**src/rtl/wb_commit_stage.sv**
```systemverilog
// wb_commit_stage: write-back/commit stage; commits GPR/CSR writes, exceptions and ERTN, counts retirements.
// Latency: an instruction accepted at edge N commits in cycle N+1 unless stalled; trace entries appear one cycle after commit.
// Backpressure: a full trace FIFO stalls only GPR-writing commits (in_allowin=0); exceptions and ERTN are never stalled.
//
// Optional feature macro: WB_TRACE_FIFO_EN (trace leaves through a back-pressured FIFO; otherwise trace is a
// combinational copy of the GPR commit and trace_ready is ignored).
//
// Ports:
//   clk/resetn                       clock, synchronous active-low reset
//   in_valid/in_allowin              MEM -> WB handshake
//   in_*                             instruction payload from MEM
//   rf_we/rf_waddr/rf_wdata          GPR write port
//   fwd_dest/fwd_from_mem/fwd_data   forwarding bus (driven while stalled)
//   csr_we/csr_num/csr_wvalue/mask   CSR write port
//   wb_ex/wb_ecode/wb_esubcode/wb_pc exception report; ertn_flush front-end flush
//   retire_cnt                       64-bit committed-instruction counter
//   trace_valid/trace_ready/trace_*  debug trace handshake and payload

`ifdef WB_TRACE_FIFO_EN
// wb_trace_fifo: generic single-clock FIFO with pointer-based full/empty.
// Latency: a pushed entry is visible on pop_vld/pop_dat the cycle after the push.
// Backpressure: push_rdy is low while full (registered state only, a same-cycle pop does not help).
module wb_trace_fifo #(
  parameter int W     = 8,
  parameter int DEPTH = 4
) (
  input  logic         clk,
  input  logic         resetn,
  input  logic         push_vld,
  input  logic [W-1:0] push_dat,
  output logic         push_rdy,
  output logic         pop_vld,
  input  logic         pop_rdy,
  output logic [W-1:0] pop_dat
);
  localparam int AW    = $clog2(DEPTH);
  localparam int PTR_W = AW + 1;

  logic [PTR_W-1:0] wr_ptr_q, wr_ptr_d;
  logic [PTR_W-1:0] rd_ptr_q, rd_ptr_d;
  logic [W-1:0]     mem_q [DEPTH];
  logic [W-1:0]     mem_d [DEPTH];
  logic             full, empty, do_push, do_pop;

  always_comb begin
    // Extra pointer MSB differs only when the writer has lapped the reader.
    full     = (wr_ptr_q[AW] != rd_ptr_q[AW]) && (wr_ptr_q[AW-1:0] == rd_ptr_q[AW-1:0]);
    empty    = (wr_ptr_q == rd_ptr_q);
    push_rdy = !full;
    pop_vld  = !empty;
    do_push  = push_vld && !full;
    do_pop   = pop_rdy && !empty;
    wr_ptr_d = do_push ? wr_ptr_q + PTR_W'(1) : wr_ptr_q;
    rd_ptr_d = do_pop  ? rd_ptr_q + PTR_W'(1) : rd_ptr_q;
    mem_d    = mem_q;
    if (do_push) begin
      mem_d[wr_ptr_q[AW-1:0]] = push_dat;
    end
    pop_dat  = mem_q[rd_ptr_q[AW-1:0]];
  end

  always_ff @(posedge clk) begin
    if (!resetn) begin
      wr_ptr_q <= '0;
      rd_ptr_q <= '0;
    end else begin
      wr_ptr_q <= wr_ptr_d;
      rd_ptr_q <= rd_ptr_d;
    end
  end

  // Storage needs no reset: readers only look at it through pop_vld.
  always_ff @(posedge clk) begin
    mem_q <= mem_d;
  end
endmodule
`endif

module wb_commit_stage #(
  parameter int DATA_W      = 32,
  parameter int REG_AW      = 5,
  parameter int CSR_AW      = 14,
  parameter int TRACE_DEPTH = 4,
  parameter int ECODE_W     = 6,
  parameter int ESUB_W      = 9
) (
  input  logic               clk,
  input  logic               resetn,
  input  logic               in_valid,
  output logic               in_allowin,
  input  logic [DATA_W-1:0]  in_pc,
  input  logic               in_gr_we,
  input  logic [REG_AW-1:0]  in_dest,
  input  logic [DATA_W-1:0]  in_mem_result,
  input  logic [DATA_W-1:0]  in_alu_result,
  input  logic               in_rfrom_mem,
  input  logic               in_csr_we,
  input  logic [CSR_AW-1:0]  in_csr_num,
  input  logic [DATA_W-1:0]  in_csr_wvalue,
  input  logic [DATA_W-1:0]  in_csr_wmask,
  input  logic               in_ex,
  input  logic [ECODE_W-1:0] in_ecode,
  input  logic [ESUB_W-1:0]  in_esubcode,
  input  logic               in_ertn,
  output logic               rf_we,
  output logic [REG_AW-1:0]  rf_waddr,
  output logic [DATA_W-1:0]  rf_wdata,
  output logic [REG_AW-1:0]  fwd_dest,
  output logic               fwd_from_mem,
  output logic [DATA_W-1:0]  fwd_data,
  output logic               csr_we,
  output logic [CSR_AW-1:0]  csr_num,
  output logic [DATA_W-1:0]  csr_wvalue,
  output logic [DATA_W-1:0]  csr_wmask,
  output logic               wb_ex,
  output logic [ECODE_W-1:0] wb_ecode,
  output logic [ESUB_W-1:0]  wb_esubcode,
  output logic [DATA_W-1:0]  wb_pc,
  output logic               ertn_flush,
  output logic [63:0]        retire_cnt,
  output logic               trace_valid,
  input  logic               trace_ready,
  output logic [DATA_W-1:0]  trace_pc,
  output logic [3:0]         trace_we,
  output logic [REG_AW-1:0]  trace_wnum,
  output logic [DATA_W-1:0]  trace_wdata
);
  typedef struct packed {
    logic [DATA_W-1:0]  pc;
    logic               gr_we;
    logic [REG_AW-1:0]  dest;
    logic [DATA_W-1:0]  mem_result;
    logic [DATA_W-1:0]  alu_result;
    logic               rfrom_mem;
    logic               csr_we;
    logic [CSR_AW-1:0]  csr_num;
    logic [DATA_W-1:0]  csr_wvalue;
    logic [DATA_W-1:0]  csr_wmask;
    logic               ex;
    logic [ECODE_W-1:0] ecode;
    logic [ESUB_W-1:0]  esubcode;
    logic               ertn;
  } stage_t;

  stage_t            st_q, st_d;
  logic              valid_q, valid_d;
  logic [63:0]       retire_cnt_q, retire_cnt_d;
  logic [DATA_W-1:0] result;
  logic              need_push, ready_go, commit, retire_ok;

  always_comb begin
    result     = st_q.rfrom_mem ? st_q.mem_result : st_q.alu_result;
    need_push  = valid_q && st_q.gr_we && !st_q.ex && !st_q.ertn;
    commit     = valid_q && ready_go;
    retire_ok  = !st_q.ex && !st_q.ertn;
    in_allowin = !valid_q || ready_go;

    rf_we      = commit && st_q.gr_we && retire_ok;
    rf_waddr   = st_q.dest;
    rf_wdata   = result;

    csr_we     = commit && st_q.csr_we && retire_ok;
    csr_num    = st_q.csr_num;
    csr_wvalue = st_q.csr_wvalue;
    csr_wmask  = st_q.csr_wmask;

    // Exception/ERTN do not need the FIFO, so they ignore ready_go.
    wb_ex       = valid_q && st_q.ex;
    ertn_flush  = valid_q && st_q.ertn && !st_q.ex;
    wb_ecode    = st_q.ecode;
    wb_esubcode = st_q.esubcode;
    wb_pc       = st_q.pc;

    fwd_dest     = (valid_q && st_q.gr_we) ? st_q.dest : '0;
    fwd_from_mem = st_q.rfrom_mem;
    fwd_data     = result;

    retire_cnt = retire_cnt_q;
  end

  always_comb begin
    st_d = st_q;
    if (in_valid && in_allowin) begin
      st_d.pc         = in_pc;
      st_d.gr_we      = in_gr_we;
      st_d.dest       = in_dest;
      st_d.mem_result = in_mem_result;
      st_d.alu_result = in_alu_result;
      st_d.rfrom_mem  = in_rfrom_mem;
      st_d.csr_we     = in_csr_we;
      st_d.csr_num    = in_csr_num;
      st_d.csr_wvalue = in_csr_wvalue;
      st_d.csr_wmask  = in_csr_wmask;
      st_d.ex         = in_ex;
      st_d.ecode      = in_ecode;
      st_d.esubcode   = in_esubcode;
      st_d.ertn       = in_ertn;
    end

    // A flush also discards whatever MEM offers in the same cycle.
    valid_d = valid_q;
    if (wb_ex || ertn_flush) begin
      valid_d = 1'b0;
    end else if (in_allowin) begin
      valid_d = in_valid;
    end

    // ERTN retires; an excepting instruction does not.
    retire_cnt_d = retire_cnt_q;
    if (commit && !st_q.ex) begin
      retire_cnt_d = retire_cnt_q + 64'd1;
    end
  end

  always_ff @(posedge clk) begin
    if (!resetn) begin
      valid_q      <= 1'b0;
      st_q         <= '0;
      retire_cnt_q <= '0;
    end else begin
      valid_q      <= valid_d;
      st_q         <= st_d;
      retire_cnt_q <= retire_cnt_d;
    end
  end

`ifdef WB_TRACE_FIFO_EN
  typedef struct packed {
    logic [DATA_W-1:0] pc;
    logic [REG_AW-1:0] wnum;
    logic [DATA_W-1:0] wdata;
  } trace_ent_t;

  trace_ent_t trace_push_dat, trace_pop_dat;
  logic       trace_push_rdy, trace_pop_vld;

  always_comb begin
    trace_push_dat.pc    = st_q.pc;
    trace_push_dat.wnum  = st_q.dest;
    trace_push_dat.wdata = result;
    ready_go             = !(need_push && !trace_push_rdy);
    // Payload is zeroed while empty so stale storage never leaks out.
    trace_valid = trace_pop_vld;
    trace_pc    = trace_pop_vld ? trace_pop_dat.pc    : '0;
    trace_wnum  = trace_pop_vld ? trace_pop_dat.wnum  : '0;
    trace_wdata = trace_pop_vld ? trace_pop_dat.wdata : '0;
    trace_we    = {4{trace_valid}};
  end

  wb_trace_fifo #(
    .W     ($bits(trace_ent_t)),
    .DEPTH (TRACE_DEPTH)
  ) u_trace_fifo (
    .clk      (clk),
    .resetn   (resetn),
    .push_vld (rf_we),
    .push_dat (trace_push_dat),
    .push_rdy (trace_push_rdy),
    .pop_vld  (trace_pop_vld),
    .pop_rdy  (trace_ready),
    .pop_dat  (trace_pop_dat)
  );
`else
  logic unused_trace;

  always_comb begin
    ready_go     = 1'b1;
    unused_trace = trace_ready | need_push;
    trace_valid  = rf_we;
    trace_pc     = st_q.pc;
    trace_wnum   = st_q.dest;
    trace_wdata  = result;
    trace_we     = {4{trace_valid}};
  end
`endif

endmodule
```
**config.mk**
```make
export PLATFORM = sky130hd
export DESIGN_NAME = wb_commit_stage
export DESIGN_NICKNAME = d
export VERILOG_FILES = /design/src/rtl/wb_commit_stage.sv
export SDC_FILE = /design/constraint.sdc
export NUM_CORES = 1
export LEC_CHECK = 0
export CAP_MARGIN = 25
export CORE_AREA = 4 4 208 210
export CTS_CLUSTER_DIAMETER = 120
export DETAILED_ROUTE_END_ITERATION = 10
export DIE_AREA = 0 0 212 214
export GPL_TIMING_DRIVEN = 0
export PLACE_DENSITY = 0.63
export SYNTH_ARGS = -nofsm -noshare
export SYNTH_HDL_FRONTEND = slang
export SYNTH_SLANG_ARGS = --single-unit
```
**constraint.sdc**
```tcl
create_clock -name clk -period 2.1 [get_ports clk]
set_clock_uncertainty 0.1 [all_clocks]
set_input_delay 0.315 -clock clk [delete_from_list [all_inputs] [get_ports clk]]
set_output_delay 0.315 -clock clk [all_outputs]
set_load 0.01 [all_outputs]
```
==> results of run 1 <==
==> worst paths after layout <==
path	end	start	slack (ns)	cells past startpoint
min	wb_ecode[5]	in_ecode[5]	0.26	3
min reg2reg	csr_wvalue[10]	csr_wvalue[10]	0.39	2
max	rf_wdata[7]	fwd_from_mem	-0.16	5
max reg2reg	retire_cnt[55]	retire_cnt[5]	0.06	7
==> cell type report <==
cell class | instances | area [um2] | area share [%]
clock buffer | 46 | 922 | 4.45
buffer | 296 | 2350 | 11.3
inverter | 8 | 30.0 | 0.145
clock inverter | 10 | 129 | 0.622
timing repair buffer | 583 | 5920 | 28.6
antenna | 1 | 2.50 | 0.0121
tap | 539 | 674 | 3.25
multi-input combinational | 735 | 5320 | 25.7
sequential | 264 | 5380 | 25.9
==> per-layer routing <==
| metal | vias up | track usage, % | share of wire (%) |
|---|---|---|---|
| met1 | 5317 | 23.2 | 41 |
| met3 | 63 | 5.71 | 7.9 |
| met5 | - | 0 | 0.086 |
| met2 | 409 | 33.0 | 49 |
| met4 | 6 | 3.13 | 1.7 |
| li1 | 5418 | - | - |
==> kinds of logic after synthesis <==
kind of cell | Yosys count | synth area share (%)
fa+ha+maj | 1 | 0.102
other cells | 1 | 0.0306
flops | 264 | 43.1
simple gates | 411 | 15.9
compound gates | 56 | 2.66
buf+inv | 306 | 16.6
mux | 232 | 19.3
xor+xnor | 33 | 2.36
==> cells in the final DEF, fill, tap and decap left out, types with 12 or more instances in the layout <==
cell             count
a21oi_1             22
buf_1               12
buf_4              200
buf_6              171
clkbuf_1            45
clkbuf_16           38
clkdlybuf4s50_1    426
dfxtp_1            218
dfxtp_2             32
dfxtp_4             14
mux2_4              32
mux2i_1            200
nand2_1             24
nand3_1             20
nand4_1             22
nor2_1             248
o21ai_0             17
or3_1               14
xnor2_1             15
xor2_1              18
==> worst register-to-register path, stage by stage, from the launching register on <==
cell,delay [ns]
dfxtp_4,0.38
nand4_4,0.15
buf_6,0.17
nor3_4,0.25
nand4_1,0.19
buf_4,0.20
or4_1,0.39
a21oi_1,0.15
==> repair_timing <==
action	in CTS	in global routing
resized for setup	699	66
pin swaps	9	18
endpoints found under the setup margin	166	150
cloned	4	1
buffers inserted	17	18
==> state kept, by name, summed over array words and instances (netlist names), 5 cells and up <==
| signal | count |
|---|---|
| st_q | 68 |
| wb_ecode | 6 |
| retire_cnt | 64 |
| rf_waddr | 5 |
| trace_pc | 32 |
| csr_wmask | 32 |
| csr_wvalue | 32 |
| csr_num | 14 |
| wb_esubcode | 9 |
==> metrics by stage <==
step	setup TNS (ns)	hold slack (ns)	worst slack [ns]	cells	area (um2)
floorplan	0	0.353	0.00819	1304	12300
global placement	-114.94	0.368	-0.568	2385	18400
detailed placement	-121.74	0.380	-0.578	2387	18400
CTS	-12.30	0.233	-0.226	2463	20400
global route	-14.10	0.246	-0.215	2482	20700
finish	-8.49	0.265	-0.157	2482	20700
==> power groups by stage <==
| stage | clock (mW) | sequential (mW) | combinational (mW) |
|---|---|---|---|
| floorplan | 0 | 5.44 | 1.12 |
| global placement | 0 | 5.49 | 2.34 |
| detailed placement | 0 | 5.50 | 2.36 |
| CTS | 5.71 | 5.39 | 2.58 |
| global route | 5.92 | 5.41 | 2.73 |
| finish | 5.55 | 5.38 | 2.56 |
==> cell usage after synthesis (2+ instances only) <==
| library cell | number | area share [%] |
|---|---|---|
| o41ai_1 | 2 | 0.14 |
| nand4_2 | 3 | 0.31 |
| and4_1 | 2 | 0.14 |
| nor3_1 | 9 | 0.37 |
| a21oi_1 | 23 | 0.94 |
| and3_1 | 11 | 0.56 |
| nor2_1 | 250 | 7.6 |
| and2_1 | 2 | 0.10 |
| o311ai_0 | 2 | 0.14 |
| nor4_4 | 2 | 0.35 |
| o31ai_1 | 6 | 0.37 |
| nand2b_1 | 2 | 0.10 |
| xor2_1 | 18 | 1.3 |
| o21ai_0 | 17 | 0.69 |
| nor4_1 | 18 | 0.92 |
| or4_1 | 7 | 0.43 |
| o21bai_1 | 4 | 0.24 |
| dfxtp_1 | 264 | 43 |
| or3_1 | 14 | 0.71 |
| buf_4 | 237 | 15 |
| inv_1 | 7 | 0.21 |
| or2_2 | 3 | 0.15 |
| mux2i_1 | 200 | 16 |
| clkbuf_1 | 48 | 1.5 |
| xnor2_1 | 15 | 1.1 |
| buf_1 | 12 | 0.37 |
| nand3_1 | 26 | 1.1 |
| nand2_1 | 27 | 0.83 |
| nand4_1 | 22 | 1.1 |
| or3_2 | 4 | 0.24 |
| nand4_4 | 2 | 0.35 |
| mux2_2 | 32 | 2.9 |
==> flow_summary.yaml, run 1 <==
timing:
  rsz0062_at_grt: "true"
  finalCritPeriodShare_pct: 107
  worst_pin_slew_ns: 0.916
  setup_viol: 90
  hold_viol_final: 0
  fmax_mhz: 443
  layout_setup_ws_ns: -0.157
  maxSlewViolCount: 0
  min_period_ns: 2.26
  slew-limit-headroom_pct: 38.9
logic_synthesis:
  ys.flop_type: "dfxtp_1"
  synth.net_count: 1508
  yosysWarnings: 0
  synth_cell_types: 45
  ys_seq_area_share_pct: 43.1
  synth_cells: 1304
  synth_area_um2: 12300
  avgSynthCellArea_um2: 9.41
  synth_edf_count: 0
  async_reset_ff_share_pct: 0
  ys_ff_latch: 264
critical_path:
  path_cells: "clkbuf_16 > clkbuf_16 > mux2_4 > buf_6 > buf_6"
  critical_path_required_ns: 1.68
  critPathKind: "flip-flop to output pin"
  critPathSlowestCell: "dfxtp_4"
  cp.arrival_ns: 1.84
  crit_family: "buffers and inverters"
  worstSetupStartpointType: "flip-flop"
  path_max_fanout: 5
  crit_path_end_kind: "output pin"
  path_buf_inv: 4
  cp_slowest_stage_delay_ns: 0.36
route:
  firstDrtPassIters: 5
  routed_wl_mm: 45.5
  vias: 11200
  drc_errors: 0
  drt_iter0_drc: 472
  wire_per_inst_um: 18.3
  post_drt_via_cell_ratio: 4.52
  drtAntennaViolNets: 0
run_status:
  violations: "negative setup slack"
  status: "complete, but fails checks"
power:
  finalPower_mw: 13.5
  netSwitchingFraction_pct: 24.3
  p_leak_nw: 9.12
  switchingPower_mw: 3.28
  clock_power_share_pct: 41.2
  p_seq_share_pct: 39.9
  intPower_mw: 10.2
  ir_drop_uv: 513
  powerDensity_nw_per_um2: 651
  combPwrFrac_pct: 18.9
cells_and_area:
  drive_gt1_share_pct: 29.1
  nNetsFinal: 2122
  final_core_util_pct: 49.9
  fillers: 3814
  area_delta_synth_final_pct: 69.0
floorplan:
  floorplan.rows: 75
  chipHeight_um: 214
  ios: 546
  initial_core_util_pct: 29.5
  coreArea_um2: 41600
  die_w_um: 212
  die_area_um2: 45400
clock_network:
  clockBufferDepth: 3
  clock_sinks: 264
  hold_buffers: 0
  numCtsBuffers: 30
  root_buffer: "clkbuf_16"
  tritoncts: "built"
  htreeDepth: 1
  clk_pin_slew_ns: 0.06
  clk_latency_ns: 0.56
placement:
  hpwl_mm: 34.7
  place_congestion: 0.834
  portBuffers: 542
global_routing:
  grt_pass1_wl_mm: 67.8
  antenna_found_initial: 4
  grt_pass1_vias: 11200
  grt_max_degree: 15
  grt_usage_pct: 18.9
  grt_overflow_total: 0
job:
  drv_cap: 0
hold_path:
  hold_path.class: "primary input to flip-flop"
Note: power is estimated with default switching activity, not from simulation.
==> run 2, diff against run 1 <==
- CTS_CLUSTER_SIZE: not set -> 30
==> run 2 against run 1 <==
The flow still finishes with violations (negative setup slack). Global-route usage fell by 0.40 points. Combinational power barely moved. Via count fell by 1.2%. Worst setup slack improved by 0.048 ns. Critical path depth did not move. Worst hold slack improved by 0.043 ns. Clock power fell by 50%. Highest routed layer unchanged.
==> flow_summary.yaml, run 2 (synthesis results as in run 1) <==
run_status:
  status: "complete, but fails checks"
  violations: "negative setup slack"
cells_and_area:
  drive_gt1_share_pct: 28.4
  finalInstanceArea_um2: 20100
  nNetsFinal: 2109
  final-instance-count-excl-fill: 2446
  largest_reg_flops: 68
  area_delta_synth_final_pct: 63.8
  fillers: 3869
  layout_commonest_cell: "clkdlybuf4s50_1"
  top_register: "st_q"
  final_cell_mix: "clkdlybuf4s50_1, nor2_1, dfxtp_1"
placement:
  hpwl_mm: 34.7
  portBuffers: 542
  post-place-ws_ns: -0.578
  placedCellCount: 2387
  place_area_um2: 18400
  place_congestion: 0.834
route:
  post_drt_via_cell_ratio: 4.53
  routed_wl_mm: 44.9
  drt_iter0_drc: 382
  drtAntennaViolNets: 0
  wire_per_inst_um: 18.4
  vias: 11100
  drc_errors: 0
  firstDrtPassIters: 7
critical_path:
  worstReg2RegEnd: "retire_cnt[55]"
  r2r_slack_ns: -0.04
  crit_path_end_kind: "output pin"
  worstSetupStartpointType: "flip-flop"
  critical_path_required_ns: 1.68
  critPathKind: "flip-flop to output pin"
  cp.arrival_ns: 1.79
  reg2reg_from: "retire_cnt[4]"
  r2r_cells: 7
  path_max_fanout: 5
timing:
  fmax_mhz: 453
  maxSlewViolCount: 0
  slew-limit-headroom_pct: 38.7
  holdWs_ns: 0.307
  hold_viol_final: 0
  setup_viol: 66
  finalCritPeriodShare_pct: 105
  min_period_ns: 2.21
  layout_setup_ws_ns: -0.109
  rsz0062_at_grt: "true"
  worst_pin_slew_ns: 0.919
clock_network:
  tritoncts: "built"
  numCtsBuffers: 12
  clk_pin_slew_ns: 0.12
  root_buffer: "clkbuf_16"
  clockBufferDepth: 3
  clk_latency_ns: 0.50
  clock_sinks: 264
  htreeDepth: 1
  hold_buffers: 0
hold_path:
  whs_endpoint: "st_q[111]"
  worstHoldStart: "in_alu_result[14]"
  hold_path.class: "primary input to flip-flop"
  holdPathStages: 3
global_routing:
  grt_usage_pct: 18.5
  grt_max_degree: 31
  antenna_found_initial: 4
  grt_pass1_vias: 11000
  grt_pass1_wl_mm: 66.8
  grt_overflow_total: 0
floorplan:
  chipHeight_um: 214
  coreArea_um2: 41600
  die_area_um2: 45400
  initial_core_util_pct: 29.5
  ios: 546
  floorplan.rows: 75
  die_w_um: 212
power:
  finalPower_mw: 10.7
  p_leak_nw: 8.74
  powerDensity_nw_per_um2: 533
  ir_drop_uv: 619
job:
  drv_cap: 0
-- run 2: cell count changes in the layout (fill, tap and decap cells not counted), moves of 4 or more --
| cell | delta |
|---|---|
| dfxtp_2 | -15 |
| clkbuf_1 | -6 |
| clkinv_2 | -6 |
| buf_4 | +8 |
| a21oi_2 | +5 |
| clkbuf_16 | -18 |
| dfxtp_4 | +13 |
| o21ai_0 | -4 |
| a21oi_1 | -5 |
| clkbuf_8 | -9 |
-- run 2: what timing repair did --
item	CTS	global route
gates cloned	4	2
pin swaps	8	25
endpoints found under the setup margin	163	145
gates resized for setup	688	98
setup buffers	19	21
endpoints found under the hold margin	0	0
-- run 2: worst max-delay path, cell delays in order, from the launching register on --
cell and delay [ns]:
dfxtp_4 0.38, clkbuf_16 0.16, clkbuf_16 0.16, mux2_4 0.35, buf_6 0.13, buf_6 0.11
-- run 2: final cells by class --
| type | count | area, um2 | area share [%] |
|---|---|---|---|
| diodes | 1 | 2.50 | 0.0125 |
| well taps | 539 | 674 | 3.36 |
| clock inverters | 1 | 7.51 | 0.0374 |
| multi-input cells | 735 | 5350 | 26.6 |
| repair buffers | 589 | 5960 | 29.6 |
| clock buffers | 14 | 329 | 1.64 |
| flip-flops and latches | 264 | 5410 | 26.9 |
| plain buffers | 295 | 2340 | 11.6 |
| inverters | 8 | 33.8 | 0.168 |
-- run 2: worst max path at each step --
stage	to	from	cells past startpoint
after floorplan	retire_cnt[62]	retire_cnt[5]	5
after global placement	trace_wdata[7]	fwd_from_mem	5
after detailed placement	rf_wdata[7]	fwd_from_mem	5
after CTS	rf_wdata[7]	fwd_from_mem	5
after global routing	rf_wdata[7]	fwd_from_mem	5
final	rf_wdata[7]	fwd_from_mem	5
-- run 2: power by group --
part / leakage (nW) / internal, mW / switching, mW / total [mW]
combinational: 6.39 / 1.61 / 0.943 / 2.55
clock: 0.162 / 1.14 / 1.67 / 2.80
sequential: 2.20 / 5.21 / 0.155 / 5.36
total: 8.74 / 7.95 / 2.76 / 10.7
-- run 2: metal layers --
metal  part of all wire, %  track usage (%)  vias to the layer above
met5                 0.085                0                        -
met4                   1.4             2.77                        6
met3                   7.2             5.04                       41
met2                    50             32.8                      339
met1                    41             22.8                     5347
li1                      -                -                     5351
-- run 2: metrics by stage --
step           util [%]  TNS [ns]
6_report           48.3     -5.30
5_1_grt            48.3    -11.00
4_1_cts            47.2     -8.59
3_5_place_dp       44.3   -121.74
3_3_place_gp       44.2   -114.94
2_1_floorplan         -         0
